$ cat config.mk
export PLATFORM = sky130hd
export DESIGN_NAME = nh_coherent_acc
export DESIGN_NICKNAME = d
export VERILOG_FILES = /design/src/rtl/nh_coherent_acc.sv
export SDC_FILE = /design/constraint.sdc
export NUM_CORES = 1
export LEC_CHECK = 0
export BUFFER_PORTS_ARGS = -buffer_cell sky130_fd_sc_hd__buf_2
export CAP_MARGIN = 20
export CELL_PAD_IN_SITES_DETAIL_PLACEMENT = 0
export CELL_PAD_IN_SITES_GLOBAL_PLACEMENT = 1
export CORE_MARGIN = 3
export CORE_UTILIZATION = 45
export DETAILED_ROUTE_END_ITERATION = 8
export PLACE_DENSITY_LB_ADDON = 0.05
export SYNTH_ARGS = -nofsm -noshare
export SYNTH_HDL_FRONTEND = slang
export SYNTH_SLANG_ARGS = --single-unit
export TNS_END_PERCENT = 10
$ cat constraint.sdc
create_clock -name clk -period 2.91 [get_ports clk]
set_input_delay 0.1455 -clock clk [delete_from_list [all_inputs] [get_ports clk]]
set_output_delay 0.1455 -clock clk [all_outputs]
set_load 0.01 [all_outputs]
$ cat src/rtl/nh_coherent_acc.sv
// Coherent accumulator for one correlation channel: strips the NH secondary-code sign from each
// epoch, sums coh_number epochs with saturation and presents the dump over valid/ready.
module nh_coherent_acc #(
    parameter int unsigned DW = 16,
    parameter int unsigned AW = 22,
    parameter int unsigned CW = 5
) (
    input  logic          clk,
    input  logic          rst_b,
    input  logic          acc_en,
    input  logic          acc_clear,
    input  logic [CW-1:0] coh_number,
    input  logic          nh_apply,
    input  logic          cur_nh_code,
    input  logic          epoch_valid,
    input  logic [DW-1:0] epoch_i,
    input  logic [DW-1:0] epoch_q,
    output logic          nh_increase,
    output logic [CW-1:0] coh_cnt,
    output logic          dump_valid,
    input  logic          dump_ready,
    output logic [AW-1:0] dump_i,
    output logic [AW-1:0] dump_q,
    output logic          dump_sat,
    output logic          overrun
);

    typedef enum logic {StIdle, StAcc} state_e;

    state_e        state;
    logic [AW-1:0] acc_i, acc_q;
    logic          sat;

    logic          accept, invert, last, sat_now;
    logic [AW-1:0] ext_i, ext_q, strip_i, strip_q, new_i, new_q;
    logic [AW:0]   sum_i, sum_q;
    logic          ovf_i, ovf_q;
    logic [CW-1:0] target;
    logic [CW:0]   cnt_inc;

    localparam logic [AW-1:0] MaxPos = {1'b0, {(AW-1){1'b1}}};
    localparam logic [AW-1:0] MaxNeg = {1'b1, {(AW-1){1'b0}}};

    assign accept      = epoch_valid & acc_en & (state == StAcc) & ~acc_clear;
    assign nh_increase = accept;
    assign invert      = nh_apply & cur_nh_code;

    // Negation happens at AW width, so -2^(DW-1) is representable.
    assign ext_i   = {{(AW-DW){epoch_i[DW-1]}}, epoch_i};
    assign ext_q   = {{(AW-DW){epoch_q[DW-1]}}, epoch_q};
    assign strip_i = invert ? (~ext_i + AW'(1)) : ext_i;
    assign strip_q = invert ? (~ext_q + AW'(1)) : ext_q;

    assign sum_i = {acc_i[AW-1], acc_i} + {strip_i[AW-1], strip_i};
    assign sum_q = {acc_q[AW-1], acc_q} + {strip_q[AW-1], strip_q};
    assign ovf_i = sum_i[AW] ^ sum_i[AW-1];
    assign ovf_q = sum_q[AW] ^ sum_q[AW-1];
    assign new_i = ovf_i ? (sum_i[AW] ? MaxNeg : MaxPos) : sum_i[AW-1:0];
    assign new_q = ovf_q ? (sum_q[AW] ? MaxNeg : MaxPos) : sum_q[AW-1:0];
    assign sat_now = ovf_i | ovf_q;

    assign target  = (coh_number == '0) ? CW'(1) : coh_number;
    assign cnt_inc = {1'b0, coh_cnt} + (CW+1)'(1);
    assign last    = cnt_inc >= {1'b0, target};

    always_ff @(posedge clk or negedge rst_b) begin
        if (!rst_b) begin
            state      <= StIdle;
            acc_i      <= '0;
            acc_q      <= '0;
            sat        <= 1'b0;
            coh_cnt    <= '0;
            dump_valid <= 1'b0;
            dump_i     <= '0;
            dump_q     <= '0;
            dump_sat   <= 1'b0;
            overrun    <= 1'b0;
        end else if (acc_clear) begin
            state      <= acc_en ? StAcc : StIdle;
            acc_i      <= '0;
            acc_q      <= '0;
            sat        <= 1'b0;
            coh_cnt    <= '0;
            dump_valid <= 1'b0;
            dump_i     <= '0;
            dump_q     <= '0;
            dump_sat   <= 1'b0;
            overrun    <= 1'b0;
        end else begin
            case (state)
                StIdle: begin
                    if (acc_en) begin
                        state   <= StAcc;
                        acc_i   <= '0;
                        acc_q   <= '0;
                        sat     <= 1'b0;
                        coh_cnt <= '0;
                    end
                end
                StAcc: begin
                    if (!acc_en) begin
                        // Partial sum is dropped; the dump buffer survives.
                        state   <= StIdle;
                        acc_i   <= '0;
                        acc_q   <= '0;
                        sat     <= 1'b0;
                        coh_cnt <= '0;
                    end else if (accept && last) begin
                        acc_i   <= '0;
                        acc_q   <= '0;
                        sat     <= 1'b0;
                        coh_cnt <= '0;
                    end else if (accept) begin
                        acc_i   <= new_i;
                        acc_q   <= new_q;
                        sat     <= sat | sat_now;
                        coh_cnt <= cnt_inc[CW-1:0];
                    end
                end
                default: state <= StIdle;
            endcase

            if (accept && last) begin
                dump_valid <= 1'b1;
                dump_i     <= new_i;
                dump_q     <= new_q;
                dump_sat   <= sat | sat_now;
                if (dump_valid && !dump_ready) overrun <= 1'b1;
            end else if (dump_valid && dump_ready) begin
                dump_valid <= 1'b0;
            end
        end
    end

endmodule
Word level (Yosys, flattened, before mapping)
Cells that the tools add are included.
{"block": "op_classes", "div_mod_pow": 0, "bitwise": 12, "eq_ne": 2, "n_shift": 0, "n_lt_le_gt_ge": 1, "n_addsub": 5, "reduce_logical": 10, "muxes": 43, "mul": 0}
{"cell": "$mux 22", "n": 19}
{"cell": "$pmux 22 s2", "n": 2}
{"cell": "$add 22x22->23", "n": 2}
{"cell": "$add 22x1->22 const B", "n": 2}
{"cell": "$not 22->22", "n": 2}
{"cell": "$mux 5", "n": 6}
{"cell": "$mux 1", "n": 14}
{"cell": "$pmux 5 s2", "n": 1}
{"cell": "$add 5x1->6 const B", "n": 1}
{"cell": "$ge 6x5->1", "n": 1}
{"cell": "$logic_not 5->1", "n": 1}
{"cell": "$ne 5x3->1 const B", "n": 1}
{"cell": "$and 1x1->1", "n": 4}
{"cell": "$reduce_and 2->1", "n": 2}
{"cell": "$reduce_bool 2->1", "n": 2}
{"cell": "$logic_and 1x1->1", "n": 3}
{"cell": "$ne 3x3->1 const B", "n": 1}
{"cell": "$reduce_bool 3->1", "n": 1}
{"cell": "$not 1->1", "n": 2}
{"cell": "$or 1x1->1", "n": 2}
{"cell": "$pmux 1 s2", "n": 1}
{"cell": "$xor 1x1->1", "n": 2}
{"cell": "$logic_not 1->1", "n": 1}
{"block": "totals", "n_memories": 0, "romBits": 0, "latch_bits": 0, "input_bits": 45, "reg_bits": 98, "word_cells": 83, "output_inout_bits": 53, "mem_bits_rw": 0}

Longest topological paths before layout
Gate-level depths: netlist of the first run.
{"block": "depth", "ltp_word": 12, "ltp_mapped": 18, "ltp_nobuf": 16}

Least setup slack after synthesis of the first run
OpenSTA, ideal clock, no wires.
{"block": "synth_timing", "path_kind": "input -> register", "startpoint": "input epoch_q[1]", "endpoint": "register acc_q[19]", "required_time_ps": 2789, "cell_stages": 16, "slack_ps": -542, "arrival_ps": 3331, "cell_sequence": "inv_1 ha_1 nand3b_1 o41ai_1 a21bo_2 xor2_1 ha_1 clkbuf_1 and4_1 nand3_1 a2111oi_4 a211oi_1 a21boi_2 buf_4 o21ai_1 a22o_1"}
{"block": "synth_between", "elab_chain_cells": 11, "word_cells_on_any_way": 12}
{"element": "from (decl)", "line": "17", "text": "input logic [DW-1:0] epoch_q,"}
{"element": "$not 22->22", "line": "52", "text": "assign strip_q = invert ? (~ext_q + AW'(1)) : ext_q;"}
{"element": "$add 22x1->22", "line": "52"}
{"element": "$mux 22 *", "line": "52"}
{"element": "$add 22x22->23 *", "line": "55", "text": "assign sum_q = {acc_q[AW-1], acc_q} + {strip_q[AW-1], strip_q};"}
{"element": "$mux 22 / $xor 1x1->1 (equally long branches)", "line": "59, 57"}
{"element": "$mux 22 *", "line": "59", "text": "assign new_q = ovf_q ? (sum_q[AW] ? MaxNeg : MaxPos) : sum_q[AW-1:0];"}
{"element": "$mux 22 *", "line": "113", "text": "end else if (accept) begin"}
{"element": "$mux 22 *", "line": "108", "text": "end else if (accept && last) begin"}
{"element": "$mux 22 *", "line": "101", "text": "if (!acc_en) begin"}
{"element": "$pmux 22 s2 *", "line": "90", "text": "case (state)"}
{"element": "$mux 22 *", "line": "78", "text": "end else if (acc_clear) begin"}
{"element": "to (signal assigned)", "line": "115", "text": "acc_q <= new_q;"}
{"element": "to (decl)", "line": "31", "text": "logic [AW-1:0] acc_i, acc_q;"}
Every way passes the cells marked *; elsewhere a longest branch is shown, timed or not. The select of a mux whose other input is x is not followed.
A chain may end at the register's enable or synchronous reset.

Worst setup path in the final report of the first run
{"block": "layout_timing", "startpoint": "input epoch_q[9]", "endpoint": "register acc_q[3]"}
The elaborated chain is that of the path after synthesis.

==> results of run 1 <==
-- area by class of cell --
| class | count | area share |
|---|---|---|
| Clock buffer | 11 | 0.0215 |
| Tap cell | 211 | 0.0234 |
| Timing Repair Buffer | 348 | 0.233 |
| Clock inverter | 5 | 0.00332 |
| Inverter | 29 | 0.0101 |
| Multi-Input combinational cell | 663 | 0.491 |
| Sequential cell | 98 | 0.217 |
-- tightest hold or removal path, cell delays in order --
cell and delay (ns):
buf_2 0.07, nand2b_1 0.11, o21ai_0 0.08
-- sequential cells by signal (all words and copies together) (netlist names) --
signal and cells:
state 1, dump_sat 1, dump_i 22, dump_q 22, dump_valid 1, overrun 1
sat 1, coh_cnt 5, acc_q 22, acc_i 22
-- through the flow --
| step | util | hold WS [ns] | setup slack (ns) |
|---|---|---|---|
| floorplan | - | -0.150 | -0.358 |
| global placement | 0.616 | 0.204 | -0.870 |
| detailed placement | 0.616 | 0.215 | -0.952 |
| CTS | 0.702 | 0.0810 | -0.352 |
| global route | 0.730 | 0.0903 | -0.466 |
| finish | 0.730 | 0.0896 | -0.353 |
-- where the power goes --
part	internal (uW)	switching (uW)
registers	1390	23.4
logic	773	826
clock network	609	576
-- cells in the mapped netlist, types with 5 or more instances --
cell type,n
inv_1,29
nand2_1,92
a21oi_1,70
nand3b_1,19
xor2_1,36
a22o_1,50
nand2b_1,11
a31oi_1,9
xnor2_1,29
o21a_1,11
and3_1,6
o21ai_0,75
o31ai_1,6
a211oi_1,6
nand3_1,13
and2_1,8
ha_1,62
a21o_1,11
a32o_1,6
nor3_1,15
clkbuf_1,24
dfrtp_1,98
nor2_1,49
nand4_1,5
-- cell families (layout without fill, tap and decap cells) --
group / count (synthesis) / after routing
XOR/XNOR: 65 / 65
AND/OR/NAND/NOR: 240 / 246
AO/OA/AOI/OAI: 284 / 284
multiplexers: 4 / 4
flip-flops: 98 / 98
buffers and inverters: 64 / 393
adder cells (fa/ha/maj): 64 / 64
-- worst min-delay path by stage --
stage,slack [ns],startpoint,endpoint
2_1_floorplan,-0.15,rst_b,acc_i[0]$_DFFE_PN0P_
3_3_place_gp,0.20,rst_b,dump_q[6]$_DFFE_PN0P_
3_5_place_dp,0.21,rst_b,dump_q[6]$_DFFE_PN0P_
4_1_cts,0.08,dump_ready,dump_valid$_DFFE_PN0P_
5_1_grt,0.09,dump_ready,dump_valid$_DFFE_PN0P_
6_report,0.09,dump_ready,dump_valid$_DFFE_PN0P_
-- timing repair --
action / 4_1_cts / 5_1_grt
hold buffers: 2 / 0
pin swaps: 73 / 47
hold endpoints to repair: 47 / 0
buffers inserted: 25 / 11
gates resized for setup: 194 / 72
gates cloned: 9 / 0
endpoints found under the setup margin: 90 / 90
-- routing by layer --
metal	share of wire	global-route usage	vias to the layer above
met1	0.46	0.418	3813
met4	0.016	0.0727	0
met3	0.065	0.0627	36
met2	0.46	0.452	276
met5	0	0	-
li1	-	-	3644
==> out/metrics.yaml, run 1 <==
outcome:
  outcome: "finished with violations"
  violations: "setup timing"
synth:
  synth_cell_type_count: 68
  ys_ff_latch: 98
  avgSynthCellArea_um2: 8.85
  syn-instance-count: 819
  synth_top_flop_cell: "dfrtp_1"
  syn-num-nets: 928
  synthXorXnorAreaFrac: 0.0786
  synth_compound_area_frac: 0.264
  synth.area.top_cells: "dfrtp_1 34%, ha_1 11%, a22o_1 6.0%, o21ai_0 5.2%, a21oi_1 4.8%"
  synthSimpleGateAreaFrac: 0.160
  yosysTopAreaCell: "dfrtp_1"
  yosysTopAreaCellShare: 0.338
  async_flop_share: 1.00
  synth_fa_ha_area_frac: 0.113
  muxShareOfSynthArea: 0.00656
  synth_top_family_by_area: "compound AO/OA/AOI/OAI gates"
  synth_edf_count: 0
  ys_seq_area_frac: 0.338
  synth_area_um2: 7250
  yosys_warnings: 0
finish:
  antenna_cells: 0
  area_growth_pct: 55.9
  fin_area_um2: 11300
  regArea_um2: 2450
  final_common_cell: "buf_4"
  layout_common_cells: "217 x buf_4, 98 x dfrtp_1, 91 x buf_2, 68 x nand2_1, 52 x ha_1"
  drive_gt1_frac: 0.449
  final_cells: 1365
  n_fill_cell: 1174
  multiInputGateArea_um2: 5550
  final_nets: 1258
sta:
  fin_ws_ns: -0.353
  finalSetupViolCount: 86
  fin_setup_tns_ns: -23.22
  rsz0062_at_grt: "true"
  timing.fmax_mhz: 306
  fin_crit_ns: 3.26
  finClkSkew_ns: 0.0143
  tightest_slew_ns: 0.894
  slew_headroom: 0.402
  slew_viol_final: 0
  hold_viol: 0
  post-route-period-util: 1.12
routing:
  wl_per_cell_um: 19.1
  antenna_left: 0
  vias: 7769
  vias_per_cell: 5.69
  drt_wl_total_um: 26000
  drc_errors: 0
  initialDrtViolationCount: 449
  dr.pass1.iters: 5
clock_network:
  clock-sinks: 98
  htree_num_levels: 3
  worstSkewPairLatency_ns: 0.37
  cts_buffer_depth: 2
  cts_buffers: 9
  cts_root_buf: "clkbuf_16"
  clkTransAtPathRegs_ns: 0.07
  cts_tree: "done"
min_path:
  hold_class: "in2reg"
  holdPathStages: 3
setup_path:
  start_kind: "primary input"
  crit_chain: "buf_6 > or3_4 > or4_4 > o21ai_2 > nand2_2 > nor2_4 > a21oi_2 > ha_4 > a21o_4 > a31o_4 > o21ai_2 > o2bb2ai_4 > a211oi_4 > a21boi_4 > buf_6 > buf_12 > nand2_4 > a22o_1"
  timing.critical_path.to: "acc_q[3]$_DFFE_PN0P_"
  regToRegSetupSlack_ns: -0.12
  worstSetupPathType: "in2reg"
  critPathTopFamily: "compound AO/OA/AOI/OAI gates"
  cp_max_fo: 8
  critPathBufInv: 3
  timing.rr.start: "coh_cnt[0]$_DFFE_PN0P_"
  startpoint: "epoch_q[9]"
  worst_path_max_delay_cell: "or4_4"
  max_stage_delay_ns: 0.50
  r2r_cells: 11
  critPathArrivalTime_ns: 3.51
  worst-path-stages: 18
  worstPathRequired_ns: 3.16
  cp-end-kind: "register"
  reg2reg_to: "dump_i[17]$_DFFE_PN0P_"
power_and_ir_drop:
  p_per_area_nw_per_um2: 371
  total_power_uw: 4200
  total_leakage_power_uw: 0.00555
  irDropWorstVdd_mv: 0.318
grt:
  grt_pass1_wl_um: 41300
  grt_pass1_vias: 7894
  grt_max_degree: 53
  antenna_found_initial: 0
  grtUsageTotal: 0.292
  overflow: 0
run:
  maxCapViolations: 0
floorplan:
  die_y_um: 133
  start_util: 0.468
  core.rowCount: 45
  ios: 98
  chipWidth_um: 133
  dieArea_um2: 17700
  core_area_um2: 15500
place:
  dpl-instance-area_um2: 9540
  gp_congestion: 0.912
  dp_cells: 1304
  dpl.hpwl_um: 17600
  port_buffers: 97
No activity file was read; power rests on OpenSTA's default activity.
==> run 2: changes to the inputs <==
CORE_UTILIZATION = 48   (was 45)
clock period = 4.07 ns   (was 2.91 ns; I/O delays follow)
==> out/metrics.yaml, run 2 (synthesized netlist as in run 1, its figures left out) <==
outcome:
  outcome: "finished with violations"
  violations: "hold timing"
grt:
  antenna_found_initial: 0  # unchanged
  grt_pass1_vias: 6575  # -17%
  grtUsageTotal: 0.254  # -0.0378
  grt_pass1_wl_um: 34100  # -17%
  grt_max_degree: 74  # +40%
  overflow: 0  # unchanged
finish:
  final_cells: 1118  # -18%
  layout_common_cells: "98 x dfrtp_1, 96 x buf_2, 92 x nand2_1, 73 x o21ai_0, 70 x a21oi_1"
  final_nets: 1037  # -18%
  n_fill_cell: 1322  # +13%
  regArea_um2: 2450  # unchanged
  drive_gt1_frac: 0.180  # -0.269
  multiInputGateArea_um2: 4530  # -18%
  final_common_cell: "dfrtp_1"
  area_growth_pct: 16.7
min_path:
  hold_class: "in2async"
clock_network:
  cts_buffers: 9  # unchanged
  cts_root_buf: "clkbuf_16"
  worstSkewPairLatency_ns: 0.35  # -0.02 ns
  cts_buffer_depth: 2  # unchanged
  clkTransAtPathRegs_ns: 0.07  # about the same
  clock-sinks: 98  # unchanged
  cts_tree: "done"
  postCtsSetupBuffers: 0  # -100%
  htree_num_levels: 3  # unchanged
floorplan:
  start_util: 0.495  # +0.0268
  core_area_um2: 14600  # -5.4%
  core.rowCount: 44  # -2.2%
  ios: 98  # unchanged
  chipWidth_um: 129  # -3.0%
  die_y_um: 129  # -3.0%
  dieArea_um2: 16600  # -6.0%
sta:
  tightest_slew_ns: 0.946  # +0.0520 ns
  whs_ns: -0.0232  # -0.113 ns
  post-route-period-util: 0.907
  hold_viol: 24  # +24
  fin_crit_ns: 3.69
  finalSetupViolCount: 0  # -100%
  finClkSkew_ns: 0.00953  # -0.00474 ns
  fin_ws_ns: 0.379  # +0.732 ns
  rsz0062_at_grt: "false"
  slew_viol_final: 0  # unchanged
  timing.fmax_mhz: 271
  slew_headroom: 0.369  # -0.0325
  fin_setup_tns_ns: 0  # +23.22 ns
setup_path:
  critPathTopFamily: "simple AND/OR/NAND/NOR gates"
  worstPathRequired_ns: 4.31  # +1.15 ns
  worst-path-stages: 17  # -1
  worst_path_max_delay_cell: "ha_1"
  critPathBufInv: 2  # -1
  start_kind: "primary input"
  regToRegSetupSlack_ns: 0.96  # +1.08 ns
  max_stage_delay_ns: 0.42  # -0.08 ns
  reg2reg_to: "dump_q[15]$_DFFE_PN0P_"
  timing.rr.start: "acc_q[0]$_DFFE_PN0P_"
  crit_chain: "buf_2 > nor3_1 > nand2b_1 > nor4_1 > nand2_1 > o21ai_1 > nand2_1 > ha_1 > nand2_1 > o21a_1 > o211a_1 > o21a_1 > nor2_2 > a31oi_1 > buf_4 > and2_1 > a22o_1"
  startpoint: "epoch_i[8]"
  cp-end-kind: "register"
  r2r_cells: 12  # +1
  timing.critical_path.to: "dump_i[2]$_DFFE_PN0P_"
  cp_max_fo: 16  # +8
  critPathArrivalTime_ns: 3.93  # +0.42 ns
  crit_top_cell: "nand2_1"
  worstSetupPathType: "in2reg"
routing:
  wl_per_cell_um: 18.5  # -2.8%
  drc_errors: 0  # unchanged
  vias_per_cell: 6.00  # +5.5%
  antenna_left: 0  # unchanged
  initialDrtViolationCount: 628  # +40%
  drt_wl_total_um: 20700  # -20%
  vias: 6712  # -14%
  dr.pass1.iters: 5  # unchanged
place:
  pre_cts_slack_ns: -0.247  # +0.705 ns
  gp_congestion: 0.951  # +4.3%
  port_buffers: 97  # unchanged
  dp_cells: 1100  # -16%
  dpl.hpwl_um: 15600  # -11%
power_and_ir_drop:
  total_leakage_power_uw: 0.00421  # -24%
  power.net_switching_uw: 825  # -42%
  p_seq_frac: 0.391  # +0.055
  p_int_uw: 1750  # -37%
  pwr-share-clk: 0.347  # +0.064
  pwr-share-comb: 0.262  # -0.119
  switching_share: 0.321  # -0.0192
  p_per_area_nw_per_um2: 305  # -18%
  irDropWorstVdd_mv: 0.198  # -38%
run:
  maxCapViolations: 0  # unchanged
## run 2: cell count changes in the layout (fill, tap and decap cells not counted), sizes merged
cell / before / now
buf: 345 / 132
inv: 31 / 30
clkinv: 1 / 3
diode: 0 / 1
bufinv: 0 / 1
clkinvlp: 2 / 1
and2: 14 / 8
clkbuf: 12 / 10
dlygate4sd3: 2 / 1
## run 2: how the worst min path moves through the flow
| stage | start | to | slack [ns] | cells past startpoint |
|---|---|---|---|---|
| floorplan | rst_b | acc_i[0]$_DFFE_PN0P_ | -0.09 | 0 |
| global placement | acc_en | state$_DFF_PN0_ | 0.36 | 1 |
| detailed placement | acc_en | state$_DFF_PN0_ | 0.36 | 1 |
| CTS | rst_b | dump_q[6]$_DFFE_PN0P_ | 0.03 | 1 |
| global route | rst_b | dump_q[6]$_DFFE_PN0P_ | 0.07 | 1 |
| finish | rst_b | dump_q[5]$_DFFE_PN0P_ | -0.02 | 1 |
## run 2: power groups by stage
stage          clock (uW)  sequential, uW  combinational (uW)
2_1_floorplan           0            1020                 448
3_3_place_gp            0            1020                 653
3_5_place_dp            0            1020                 665
4_1_cts               910            1010                 668
5_1_grt               947            1010                 752
6_report              893            1010                 676
## run 2: cell type report
| cell class | count | share of cell area |
|---|---|---|
| clock buffers | 10 | 0.0283 |
| multi-input cells | 657 | 0.536 |
| well taps | 184 | 0.0272 |
| diodes | 1 | 0.000296 |
| clock inverters | 6 | 0.00770 |
| repair buffers | 133 | 0.0974 |
| inverters | 29 | 0.0129 |
| flip-flops and latches | 98 | 0.290 |
## run 2: timing repair
item	4_1_cts	5_1_grt
hold buffers	1	0
gates resized for setup	0	4
setup endpoints to repair	0	36
hold endpoints to repair	1	0
## run 2: through the flow
| step | power (uW) | util | area, um^2 | hold slack (ns) |
|---|---|---|---|---|
| 4_1_cts | 2580 | 0.576 | 8440 | 0.0337 |
| 3_3_place_gp | 1680 | 0.555 | 8120 | 0.356 |
| 2_1_floorplan | 1470 | - | 7250 | -0.0921 |
| 6_report | 2580 | 0.577 | 8450 | -0.0232 |
| 5_1_grt | 2710 | 0.577 | 8450 | 0.0706 |
| 3_5_place_dp | 1690 | 0.555 | 8120 | 0.356 |
## run 2: per-layer routing
metal,global-route usage,wire [um],part of all wire
met5,0,0,0
met4,0.0797,359,0.017
met3,0.0340,1180,0.057
met2,0.377,8910,0.43
met1,0.384,10300,0.50
## run 2: worst reg2reg max path, cell delays in order, from the launching register on
cell,delay (ns)
dfrtp_1,0.35
ha_1,0.18
inv_1,0.07
fa_1,0.40
nand2b_1,0.18
a21o_1,0.19
a31oi_1,0.43
o2111ai_1,0.24
and2_1,0.23
mux2i_2,0.23
and2_1,0.21
buf_12,0.18
a22o_1,0.17
==> run 3: changes to the inputs <==
REMOVE_ABC_BUFFERS = 1   (was not set)
SETUP_SLACK_MARGIN = 0.15   (was not set)
==> out/metrics.yaml, run 3 (synthesized netlist as in run 1, its figures left out) <==
outcome:
  outcome: "finished clean"
place:
  port_buffers: 97  # unchanged
  dp_cells: 1095  # -0.45%
  pre_cts_slack_ns: -0.0169  # +0.230 ns
  dpl.hpwl_um: 15400  # -1.3%
  gp_congestion: 0.908  # -4.5%
clock_network:
  htree_num_levels: 3  # unchanged
  cts_root_buf: "clkbuf_16"
  clkTransAtPathRegs_ns: 0.07  # about the same
  cts_buffer_depth: 2  # unchanged
  worstSkewPairLatency_ns: 0.36  # about the same
  cts_buffers: 9  # unchanged
  clock-sinks: 98  # unchanged
  cts_tree: "done"
sta:
  fin_crit_ns: 3.60  # -0.0903 ns
  fin_ws_ns: 0.470  # +0.0903 ns
  finalSetupViolCount: 0  # unchanged
  post-route-period-util: 0.885  # -0.0222
  hold_viol: 0  # -100%
  slew_headroom: 0.401  # +0.0313
  rsz0062_at_grt: "true"
  slew_viol_final: 0  # unchanged
  finClkSkew_ns: 0.0133  # +0.00373 ns
  tightest_slew_ns: 0.899  # -0.0470 ns
  whs_ns: 0.155  # +0.178 ns
  timing.fmax_mhz: 278  # +2.5%
floorplan:
  ios: 98  # unchanged
  dieArea_um2: 16600  # unchanged
  core.rowCount: 44  # unchanged
  chipWidth_um: 129  # unchanged
  start_util: 0.495  # unchanged
  core_area_um2: 14600  # unchanged
  die_y_um: 129  # unchanged
min_path:
  hold_class: "in2reg"
  holdPathStages: 3
  hold_end: "dump_valid$_DFFE_PN0P_"
  min_from: "dump_ready"
finish:
  regArea_um2: 2450  # unchanged
  layout_common_cells: "98 x dfrtp_1, 96 x buf_2, 92 x nand2_1, 73 x o21ai_0, 70 x a21oi_1"
  antenna_cells: 0  # -1
  multiInputGateArea_um2: 4530  # -0.17%
  n_fill_cell: 1340  # +1.4%
  final_cells: 1112  # -0.54%
  drive_gt1_frac: 0.175  # -0.00550
  area_growth_pct: 15.7
  final_common_cell: "dfrtp_1"
  final_nets: 1033  # -0.39%
routing:
  drt_wl_total_um: 20600  # -0.46%
  vias_per_cell: 5.99  # -0.19%
  vias: 6663  # -0.73%
  antenna_left: 0  # unchanged
  wl_per_cell_um: 18.6  # about the same
  initialDrtViolationCount: 362  # -42%
  drc_errors: 0  # unchanged
  dr.pass1.iters: 5  # unchanged
grt:
  antenna_found_initial: 0  # unchanged
  grt_pass1_wl_um: 34100  # unchanged
  overflow: 0  # unchanged
  grt-busiest-layer: "met2"
  grt_util_met3: 0.0432  # +0.00913
  grt_pass1_vias: 6769  # +3.0%
  grt_use_met2: 0.451  # +0.0744
  grt_use_met1: 0.321  # -0.0631
  grtUsageTotal: 0.256  # +0.00135
  grt_max_degree: 67  # -9.5%
setup_path:
  reg2reg_to: "dump_q[20]$_DFFE_PN0P_"
  timing.rr.start: "acc_q[0]$_DFFE_PN0P_"
  critPathArrivalTime_ns: 3.81  # -0.12 ns
  cp-end-kind: "register"
  worstPathRequired_ns: 4.28  # -0.03 ns
  r2r_cells: 12  # unchanged
  regToRegSetupSlack_ns: 1.05  # +0.09 ns
  cp_max_fo: 10  # -6
  worstSetupPathType: "in2reg"
  start_kind: "primary input"
run:
  maxCapViolations: 0  # unchanged
power_and_ir_drop:
  irDropWorstVdd_mv: 0.277  # +40%
  p_per_area_nw_per_um2: 305  # +0.28%
  power.net_switching_uw: 824  # -0.20%
  p_seq_frac: 0.393  # +0.002
  total_leakage_power_uw: 0.00416  # -1.0%
  p_int_uw: 1740  # -0.76%
  pwr-share-comb: 0.260  # -0.002
  pwr-share-clk: 0.347  # about the same
  switching_share: 0.322  # +0.00124
[run 3: worst max-delay path by stage]
| stage | endpoint | start | slack [ns] |
|---|---|---|---|
| 2_1_floorplan | dump_i[0]$_DFFE_PN0P_ | epoch_i[8] | 0.26 |
| 3_3_place_gp | acc_i[2]$_DFFE_PN0P_ | epoch_i[8] | 0.02 |
| 3_5_place_dp | acc_i[2]$_DFFE_PN0P_ | epoch_i[2] | -0.02 |
| 4_1_cts | acc_i[19]$_DFFE_PN0P_ | epoch_i[2] | 0.35 |
| 5_1_grt | acc_i[5]$_DFFE_PN0P_ | epoch_i[8] | 0.10 |
| 6_report | acc_i[11]$_DFFE_PN0P_ | epoch_i[2] | 0.47 |
[run 3: through the flow]
step	total power, uW	util	TNS (ns)	cell area [um^2]
global placement	1680	0.550	0	8060
CTS	2580	0.572	0	8380
finish	2560	0.572	0	8380
floorplan	1460	-	0	7070
detailed placement	1680	0.550	-0.0285	8060
global route	2700	0.572	0	8380
[run 3: what timing repair did]
action	CTS	global route
hold endpoints to repair	5	0
resized for setup	0	3
setup endpoints to repair	0	59
setup buffers	0	0
hold buffers	2	0
[run 3: cell type report]
| type | count | area share |
|---|---|---|
| Clock inverter | 5 | 0.00657 |
| Tap cell | 184 | 0.0275 |
| Timing Repair Buffer | 129 | 0.0920 |
| Multi-Input combinational cell | 657 | 0.540 |
| Clock buffer | 10 | 0.0285 |
| Inverter | 29 | 0.0130 |
| Sequential cell | 98 | 0.293 |
[run 3: critical path, cell delays in order]
cell      delay (ns)
buf_2           0.13
nor3_1          0.31
nand3b_1        0.14
nor2_1          0.35
nand2_1         0.13
o21ai_1         0.23
nand2_1         0.08
ha_1            0.40
nand2_1         0.19
o21a_1          0.25
o211a_1         0.13
o21a_1          0.23
nor2_2          0.27
a31oi_1         0.20
buf_4           0.22
a21oi_1         0.23
o21ai_0         0.11
[run 3: power groups by stage]
stage	registers (uW)	logic (uW)	clock network, uW
after floorplan	1020	432	0
final	1010	667	888
after global placement	1020	653	0
after global routing	1010	745	952
after CTS	1010	663	906
after detailed placement	1020	656	0
[run 3: metal layers]
| metal | up-vias | part of all wire |
|---|---|---|
| li1 | 3212 | - |
| met1 | 3221 | 0.44 |
| met2 | 197 | 0.50 |
| met3 | 33 | 0.049 |
| met4 | 0 | 0.020 |
| met5 | - | 0 |
